## src/rtl/chess_turn_ctrl.sv

```systemverilog
// Chess clock game sequencer: debounces the two player keys and the start key,
// runs the IDLE/RUN_A/RUN_B/OVER game machine, and drives the countdown timer
// with turn-set pulses and a divided count tick. Per-player move counts are
// kept for the display path.
module chess_turn_ctrl #(
  parameter int unsigned TICK_DIV  = 10_000_000,
  parameter int unsigned DB_CYCLES = 1_000_000,
  parameter int unsigned MOVE_W    = 8
) (
  input  logic              clk,
  input  logic              rst_n,
  input  logic              key_a,
  input  logic              key_b,
  input  logic              key_start,
  input  logic              timeout,
  output logic              tick,
  output logic              set_a,
  output logic              set_b,
  output logic [1:0]        state,
  output logic              winner_a,
  output logic              winner_b,
  output logic [MOVE_W-1:0] moves_a,
  output logic [MOVE_W-1:0] moves_b
);

  typedef enum logic [1:0] {
    StIdle = 2'b00,
    StRunA = 2'b01,
    StRunB = 2'b10,
    StOver = 2'b11
  } state_e;

  localparam int unsigned DbW  = (DB_CYCLES > 1) ? $clog2(DB_CYCLES) : 1;
  localparam int unsigned DivW = $clog2(TICK_DIV);

  localparam logic [DbW-1:0]    DbLast  = DbW'(DB_CYCLES - 1);
  localparam logic [DivW-1:0]   DivLast = DivW'(TICK_DIV - 1);
  localparam logic [MOVE_W-1:0] MoveMax = '1;

  // Channel order: bit 0 = key_a, bit 1 = key_b, bit 2 = key_start
  logic [2:0]          keys_raw;
  logic [2:0]          sync1_q, sync2_q;
  logic [2:0]          db_q, db_d;
  logic [2:0]          press_q, press_d;
  logic [2:0][DbW-1:0] cnt_q, cnt_d;

  logic pa, pb, ps;
  logic to_ok;

  state_e state_q, state_d;

  logic              set_a_q, set_a_d;
  logic              set_b_q, set_b_d;
  logic              set_dly_q, set_dly_d;
  logic              tick_q, tick_d;
  logic              winner_a_q, winner_a_d;
  logic              winner_b_q, winner_b_d;
  logic [MOVE_W-1:0] moves_a_q, moves_a_d;
  logic [MOVE_W-1:0] moves_b_q, moves_b_d;
  logic [DivW-1:0]   div_q, div_d;

  logic run_d;
  logic changed;

  assign keys_raw = {key_start, key_b, key_a};

  // Debounce: accept a new synchronised level after DB_CYCLES stable cycles
  always_comb begin
    for (int i = 0; i < 3; i++) begin
      cnt_d[i] = '0;
      db_d[i]  = db_q[i];
      if (sync2_q[i] != db_q[i]) begin
        if (cnt_q[i] == DbLast) begin
          db_d[i] = sync2_q[i];
        end else begin
          cnt_d[i] = cnt_q[i] + DbW'(1);
        end
      end
    end
    press_d = db_d & ~db_q;
  end

  // Synchroniser, debounce counters, debounced levels and press events
  always_ff @(posedge clk or negedge rst_n) begin
    if (!rst_n) begin
      sync1_q <= '0;
      sync2_q <= '0;
      db_q    <= '0;
      press_q <= '0;
      cnt_q   <= '0;
    end else begin
      sync1_q <= keys_raw;
      sync2_q <= sync1_q;
      db_q    <= db_d;
      press_q <= press_d;
      cnt_q   <= cnt_d;
    end
  end

  assign pa = press_q[0];
  assign pb = press_q[1];
  assign ps = press_q[2];

  // Timeout is blanked during a set pulse and the cycle after it, so a stale
  // level from the previous turn cannot end the new one.
  assign to_ok = timeout & ~set_a_q & ~set_b_q & ~set_dly_q;

  // Game state register
  always_ff @(posedge clk or negedge rst_n) begin
    if (!rst_n) begin
      state_q <= StIdle;
    end else begin
      state_q <= state_d;
    end
  end

  // Next state: timeout beats start/abort, which beats the own-key press
  always_comb begin
    state_d = state_q;
    unique case (state_q)
      StIdle: if (ps) state_d = StRunA;
      StRunA: begin
        if (to_ok)   state_d = StOver;
        else if (ps) state_d = StIdle;
        else if (pa) state_d = StRunB;
      end
      StRunB: begin
        if (to_ok)   state_d = StOver;
        else if (ps) state_d = StIdle;
        else if (pb) state_d = StRunA;
      end
      StOver: if (ps) state_d = StIdle;
      default: state_d = StIdle;
    endcase
  end

  // Registered outputs derived from the transition being taken this cycle
  always_comb begin
    run_d   = (state_d == StRunA) || (state_d == StRunB);
    changed = (state_d != state_q);

    set_a_d   = (state_d == StRunA) && changed;
    set_b_d   = (state_d == StRunB) && changed;
    set_dly_d = set_a_q | set_b_q;

    // Divider restarts on every turn change and idles outside RUN states
    div_d  = '0;
    tick_d = 1'b0;
    if (run_d && !changed) begin
      if (div_q == DivLast) begin
        tick_d = 1'b1;
      end else begin
        div_d = div_q + DivW'(1);
      end
    end

    winner_a_d = winner_a_q;
    winner_b_d = winner_b_q;
    moves_a_d  = moves_a_q;
    moves_b_d  = moves_b_q;

    if (changed) begin
      if (state_d == StIdle) begin
        winner_a_d = 1'b0;
        winner_b_d = 1'b0;
      end else if (state_q == StIdle) begin
        winner_a_d = 1'b0;
        winner_b_d = 1'b0;
        moves_a_d  = '0;
        moves_b_d  = '0;
      end else if (state_d == StOver) begin
        if (state_q == StRunA) winner_b_d = 1'b1;
        else                   winner_a_d = 1'b1;
      end else if (state_d == StRunB) begin
        if (moves_a_q != MoveMax) moves_a_d = moves_a_q + MOVE_W'(1);
      end else begin
        if (moves_b_q != MoveMax) moves_b_d = moves_b_q + MOVE_W'(1);
      end
    end
  end

  // Output and divider registers
  always_ff @(posedge clk or negedge rst_n) begin
    if (!rst_n) begin
      set_a_q    <= 1'b0;
      set_b_q    <= 1'b0;
      set_dly_q  <= 1'b0;
      tick_q     <= 1'b0;
      winner_a_q <= 1'b0;
      winner_b_q <= 1'b0;
      moves_a_q  <= '0;
      moves_b_q  <= '0;
      div_q      <= '0;
    end else begin
      set_a_q    <= set_a_d;
      set_b_q    <= set_b_d;
      set_dly_q  <= set_dly_d;
      tick_q     <= tick_d;
      winner_a_q <= winner_a_d;
      winner_b_q <= winner_b_d;
      moves_a_q  <= moves_a_d;
      moves_b_q  <= moves_b_d;
      div_q      <= div_d;
    end
  end

  assign state    = state_q;
  assign tick     = tick_q;
  assign set_a    = set_a_q;
  assign set_b    = set_b_q;
  assign winner_a = winner_a_q;
  assign winner_b = winner_b_q;
  assign moves_a  = moves_a_q;
  assign moves_b  = moves_b_q;

endmodule
```

## config.mk

```make
export PLATFORM = sky130hd
export DESIGN_NAME = chess_turn_ctrl
export DESIGN_NICKNAME = d
export VERILOG_FILES = /design/src/rtl/chess_turn_ctrl.sv
export SDC_FILE = /design/constraint.sdc
export NUM_CORES = 1
export LEC_CHECK = 0
export CAP_MARGIN = 20
export CORE_MARGIN = 2
export CORE_UTILIZATION = 60
export CTS_CLUSTER_SIZE = 24
export DETAILED_ROUTE_END_ITERATION = 10
export DONT_BUFFER_PORTS = 1
export GPL_TIMING_DRIVEN = 0
export PLACE_DENSITY = 0.74
export SLEW_MARGIN = 20
export SYNTH_ARGS = -nofsm -noshare
export SYNTH_HDL_FRONTEND = slang
export SYNTH_SLANG_ARGS = --single-unit
```

## constraint.sdc

```tcl
create_clock -name clk -period 4.5 [get_ports clk]
set_input_delay 1.125 -clock clk [delete_from_list [all_inputs] [get_ports clk]]
set_output_delay 1.125 -clock clk [all_outputs]
set_load 0.03 [all_outputs]
```

==> results of run 1 <==
## power groups by stage
| stage | combinational (mW) | clock [mW] | sequential (mW) |
|---|---|---|---|
| floorplan | 0.0688 | 0 | 1.23 |
| global placement | 0.0788 | 0 | 1.24 |
| detailed placement | 0.0825 | 0 | 1.25 |
| CTS | 0.0846 | 1.60 | 1.23 |
| global route | 0.0975 | 1.65 | 1.24 |
| finish | 0.0842 | 1.57 | 1.23 |
## critical path: cells and delay by family, from the launching register on
kind                     cells  cell delay (ns)
AO/OA/AOI/OAI                6             1.18
buffers and inverters        2             0.59
AND/OR/NAND/NOR              2             0.91
adder cells (fa/ha/maj)      1             0.27
flip-flops                   1             0.51
## routing by layer
layer / up-vias / GRT usage
li1: 2356 / -
met1: 2415 / 0.336
met2: 110 / 0.381
met3: 19 / 0.0742
met4: 0 / 0.0962
met5: - / 0
## cell usage in the layout, fill, tap and decap left out, types with 6 or more instances in the layout
cell type / synthesis / routed
o31ai_1: 8 / 8
a211oi_2: 6 / 6
clkbuf_8: 0 / 8
o21ai_0: 28 / 28
nor2_1: 63 / 63
bufinv_16: 0 / 6
ha_1: 10 / 10
and3_1: 11 / 11
nand3_1: 37 / 37
o22ai_1: 6 / 6
and4_1: 6 / 6
clkbuf_16: 0 / 16
a22o_1: 7 / 7
buf_2: 8 / 8
xor2_1: 22 / 22
nand4_1: 18 / 18
inv_1: 22 / 22
nand2_1: 37 / 37
a21oi_1: 29 / 29
xnor2_1: 32 / 32
nor3_1: 28 / 28
clkbuf_1: 13 / 15
dfrtp_1: 120 / 120
or3_1: 21 / 21
nor4_1: 14 / 14
nor2b_1: 6 / 6
or4_1: 17 / 17
## worst max path at each step
stage / startpoint / endpoint / depth (start not counted)
after floorplan: timeout / moves_b[3]$_DFFE_PN0P_ / 11
after global placement: timeout / moves_b[3]$_DFFE_PN0P_ / 11
after detailed placement: timeout / moves_b[4]$_DFFE_PN0P_ / 11
after CTS: set_a$_DFF_PN0_ / moves_b[6]$_DFFE_PN0P_ / 11
after global routing: set_a$_DFF_PN0_ / moves_a[4]$_DFFE_PN0P_ / 11
final: set_a$_DFF_PN0_ / moves_a[4]$_DFFE_PN0P_ / 11
## synth_stat cells (all sizes together), types with 8 or more instances
cell,instances,share of area
dfrtp,120,0.49
nor2,63,0.038
nand2,37,0.023
nand3,37,0.030
xnor2,32,0.045
o21ai,30,0.024
a21oi,29,0.024
nor3,28,0.023
inv,22,0.013
xor2,22,0.031
nand4,21,0.024
or3,21,0.021
or4,17,0.021
clkbuf,15,0.0095
nor4,14,0.014
and3,11,0.011
a211oi,10,0.017
ha,10,0.020
buf,8,0.0065
o31ai,8,0.0097
## cells by family after synthesis
kind of cell             count (synthesis)  synth area share
buffers and inverters                   45            0.0294
flip-flops                             120             0.487
XOR/XNOR                                54            0.0767
AO/OA/AOI/OAI                          114             0.125
adder cells (fa/ha/maj)                 10            0.0203
AND/OR/NAND/NOR                        281             0.249
multiplexers                             7            0.0126
## sequential cells by signal, summed over array words and instances (netlist names), 2 cells and up
signal / count
moves_b: 8
div_q: 24
press_q: 3
moves_a: 8
cnt_q: 60
sync1_q: 3
state: 2
db_q: 3
sync2_q: 3
## final cells by class
type	instances	area (um^2)	area share
flip-flops and latches	120	3000	0.427
multi-input cells	466	2980	0.424
clock buffers	26	518	0.0736
clock inverters	6	180	0.0256
well taps	136	170	0.0242
plain buffers	23	98.8	0.0141
inverters	22	82.6	0.0117
## metrics by stage
step,hold WS (ns),utilization,instances,total power [mW]
2_1_floorplan,0.331,-,631,1.30
3_3_place_gp,0.334,0.625,767,1.32
3_5_place_dp,0.338,0.625,767,1.33
4_1_cts,0.272,0.694,799,2.91
5_1_grt,0.259,0.694,799,2.99
6_report,0.295,0.694,799,2.88
==> impl_metrics.toml, run 1 <==
[routing]
wl_um = 12700
via_count = 4900
first_pass_iters = 4
ant_nets = 0
viasPerCell = 6.13
met3_length_um = 559
top_layer = "met4"
drt_iter0_markers = 293
wl_met1_um = 5930
wl_per_cell_um = 15.9
drc_errors = 0
met2_length_um = 6070

[timing]
setup_tns_ns = 0
post-route-min-period_ns = 3.59
fin_skew_ns = 0.00740
setup_viol = 0
rsz0062_at_grt = "no"
relSlewSlack = 0.509
hold_viol_final = 0
slew_viol_final = 0
worst_slack_ns = 0.907
clock.fmax_mhz = 278
fin_crit_sh = 0.799
tightest_slew_ns = 0.730

[synth]
synth_area_um2 = 6170
ys_types = 57
ys_warn_count = 0
seq_area_frac_synth = 0.487
syn_inst = 631
ys.flop_type = "dfrtp_1"
synth_enable_flop_cells = 0
synth_seq_cells = 120
syn_area_per_cell_um2 = 9.77
synthesis.nets = 647
async_flop_share = 1.00

[worst_setup_path]
reg2reg_from = "set_a$_DFF_PN0_"
r2r_end = "moves_a[4]$_DFFE_PN0P_"
worstSetupStartpointType = "register"
r2r_slack_ns = 0.91
max_stage_delay_ns = 0.80
crit_required_ns = 4.91
criticalPathCategory = "register to register"
worstPathMaxFanout = 10
cp_slowest_cell = "or4b_2"
cp.arrival_ns = 4.00
r2r_cells = 11
cp-end-kind = "register"
critical_path.cell_chain = "or4b_2, nand2_1, a21oi_1, a221o_1, ha_1, o21ba_2, o211a_1, clkbuf_1, buf_2, o21ai_0, a22o_1"

[clock_network]
cts_resized = 0
cts_root_buffer = "clkbuf_8"
cts_tree = "yes"
clk_pin_slew_worst_paths_ns = 0.06
htreeDepth = 4
clk-insertion-delay-late_ns = 0.52
cts_buffer_depth = 2
hold_buffers = 0
postCtsSetupBuffers = 0
cts_buffers = 17
clock-sinks = 120

[hold_path]
hold_path_class = "primary input to asynchronous set/reset pin"

[power]
pwr-share-seq = 0.426
max-vdd-ir-drop_uv = 375
p_comb_frac = 0.029
pwr-share-clk = 0.545
p_int_mw = 2.28
switching_power_mw = 0.607
swShare = 0.211
p_leak_nw = 2.85
powerDensity_nw_per_um2 = 410

[die]
core_area_um2 = 10100
dieArea_um2 = 11100
rows = 37
initial_core_util = 0.608
io_pins = 29
die_h_um = 105
die_w_um = 105

[grt]
grt_pass1_wl_um = 22300
grt_usage = 0.249
overflow = 0
grt_max_degree = 121
grt_pass1_vias = 4733
antenna_found_initial = 0

[finish]
final_nets = 666
n_antenna_cell = 0
final_area_um2 = 7030
fillers = 743
area_growth_pct = 14.1
drive_above_1_share = 0.0935

[placed_design]
dpl_cell_area_um2 = 6340
pre_cts_slack_ns = 0.483
portBuffers = 0
place_congestion = 0.853
place_hpwl_um = 8290

[run]
maxCapViolations = 0

[status]
outcome = "complete, no violations"
(Power assumes the default switching activity.)
==> run 2, diff against run 1 <==
==> constraint.sdc (replaced) <==
create_clock -name clk -period 3.35 [get_ports clk]
set_input_delay 0.8375 -clock clk [delete_from_list [all_inputs] [get_ports clk]]
set_output_delay 0.8375 -clock clk [all_outputs]
set_load 0.03 [all_outputs]
==> run 2 against run 1 <==
  * Die area did not move
  * Routed wire length fell by 2.0%
  * Clock skew decreased by 0.00078 ns
  * Critical path type unchanged
  * Critical endpoint is now moves_b[4]$_DFFE_PN0P_
  * Largest cell class unchanged
==> impl_metrics.toml, run 2 (synthesized netlist as in run 1, its figures left out) <==
[timing]
hold_viol_final = 0
tightest_slew_ns = 0.765
setup_viol = 0
worst_slack_ns = 0.146
fin_skew_ns = 0.00662
fin_crit_sh = 0.956
rsz0062_at_grt = "no"
slew_viol_final = 0
post-route-min-period_ns = 3.20
clock.fmax_mhz = 312
relSlewSlack = 0.485

[worst_setup_path]
cp.arrival_ns = 3.62
r2r_slack_ns = 0.15
max_stage_delay_ns = 0.61
cp_slowest_cell = "or4b_4"
worstSetupStartpointType = "register"
critical_path.cell_chain = "or4b_4, nand2_1, a21oi_1, a221o_1, ha_1, o21ba_2, o211a_1, clkbuf_2, buf_4, o22ai_1, a22o_1"
crit_required_ns = 3.76
r2r_cells = 11
cp-end-kind = "register"
r2r_end = "moves_b[4]$_DFFE_PN0P_"
criticalPathCategory = "register to register"
reg2reg_from = "set_a$_DFF_PN0_"
worstPathMaxFanout = 10

[grt]
grt_pass1_vias = 4809
grt_usage = 0.244
grt.met1_usage = 0.310
grt_max_degree = 121
grt_pass1_wl_um = 22000
grt_busiest_layer = "met2"
grt_util_met2 = 0.401
antenna_found_initial = 0
overflow = 0
use_met3 = 0.0637

[die]
rows = 37
core_area_um2 = 10100
initial_core_util = 0.608
io_pins = 29
die_h_um = 105
dieArea_um2 = 11100
die_w_um = 105

[finish]
largest_register = "cnt_q"
drive_above_1_share = 0.103
area_growth_pct = 12.0
largest_reg_flops = 60
stdcell_count = 799
n_antenna_cell = 0
fillers = 754
layout_common_cells = "dfrtp_1 (117), nor2_1 (63), nand2_1 (37), nand3_1 (37), xnor2_1 (32)"
final_nets = 666
final_common_cell = "dfrtp_1"
multiInputGateArea_um2 = 3000
regArea_um2 = 3010
reg.largest.list = "cnt_q x60, div_q x24"

[routing]
ant_nets = 0
drt_iter0_markers = 361
first_pass_iters = 5
wl_um = 12500
viasPerCell = 6.11
drc_errors = 0
wl_per_cell_um = 15.6
via_count = 4880

[clock_network]
cts_root_buffer = "clkbuf_8"
cts_buffer_depth = 2
postCtsSetupBuffers = 0
clk_pin_slew_worst_paths_ns = 0.06
htreeDepth = 4
clock-sinks = 120
clk-insertion-delay-late_ns = 0.52
cts_tree = "yes"
cts_buffers = 17

[run]
maxCapViolations = 0

[placed_design]
portBuffers = 0
place_hpwl_um = 8270
pre_cts_slack_ns = -0.290
dp.cells = 767
place_congestion = 0.859

[power]
p_leak_nw = 2.76
powerDensity_nw_per_um2 = 491
p_total_mw = 3.39
max-vdd-ir-drop_uv = 340

[status]
outcome = "complete, no violations"

[hold_path]
hold_path_class = "primary input to asynchronous set/reset pin"
[run 2: final cells by class]
type,count,area share
Multi-Input combinational cell,466,0.434
Buffer,23,0.0149
Sequential cell,120,0.435
Clock inverter,10,0.0103
Clock buffer,22,0.0685
Inverter,22,0.0120
Tap cell,136,0.0246
[run 2: worst max path at each step]
stage / startpoint / endpoint
3_3_place_gp: timeout / moves_b[4]$_DFFE_PN0P_
3_5_place_dp: timeout / moves_b[4]$_DFFE_PN0P_
6_report: set_a$_DFF_PN0_ / moves_b[4]$_DFFE_PN0P_
4_1_cts: set_a$_DFF_PN0_ / moves_b[4]$_DFFE_PN0P_
2_1_floorplan: timeout / moves_b[3]$_DFFE_PN0P_
5_1_grt: set_a$_DFF_PN0_ / moves_b[4]$_DFFE_PN0P_
[run 2: layer usage]
metal  vias up  wire length (um)
met4         0               171
met5         -                 0
li1       2358                 -
met1      2386              5540
met3        17               562
met2       119              6220
[run 2: per-stage QoR]
step	util	setup TNS (ns)	cell area, um^2	hold WS, ns
floorplan	-	0	6170	0.331
global placement	0.625	-3.00	6340	0.334
detailed placement	0.625	-4.73	6340	0.370
CTS	0.680	0	6890	-0.0134
global route	0.681	0	6910	-0.0204
finish	0.681	0	6910	0.00676
[run 2: worst max-delay path, delay by kind of cell, from the launching register on]
kind	cells	cell delay [ns]
flip-flops	1	0.50
adder cells (fa/ha/maj)	1	0.29
AND/OR/NAND/NOR	2	0.71
buffers and inverters	2	0.41
AO/OA/AOI/OAI	6	1.19
[run 2: power by group]
part / leakage, nW / internal, mW / switching (mW) / total [mW]
registers: 1.61 / 1.50 / 0.149 / 1.65
clock network: 0.247 / 0.983 / 0.642 / 1.63
logic: 0.908 / 0.0559 / 0.0568 / 0.113
total: 2.76 / 2.54 / 0.848 / 3.39
[run 2: timing repair]
action	in CTS	in global routing
endpoints found under the hold margin	114	120
gates resized for setup	4	3
endpoints found under the setup margin	10	16
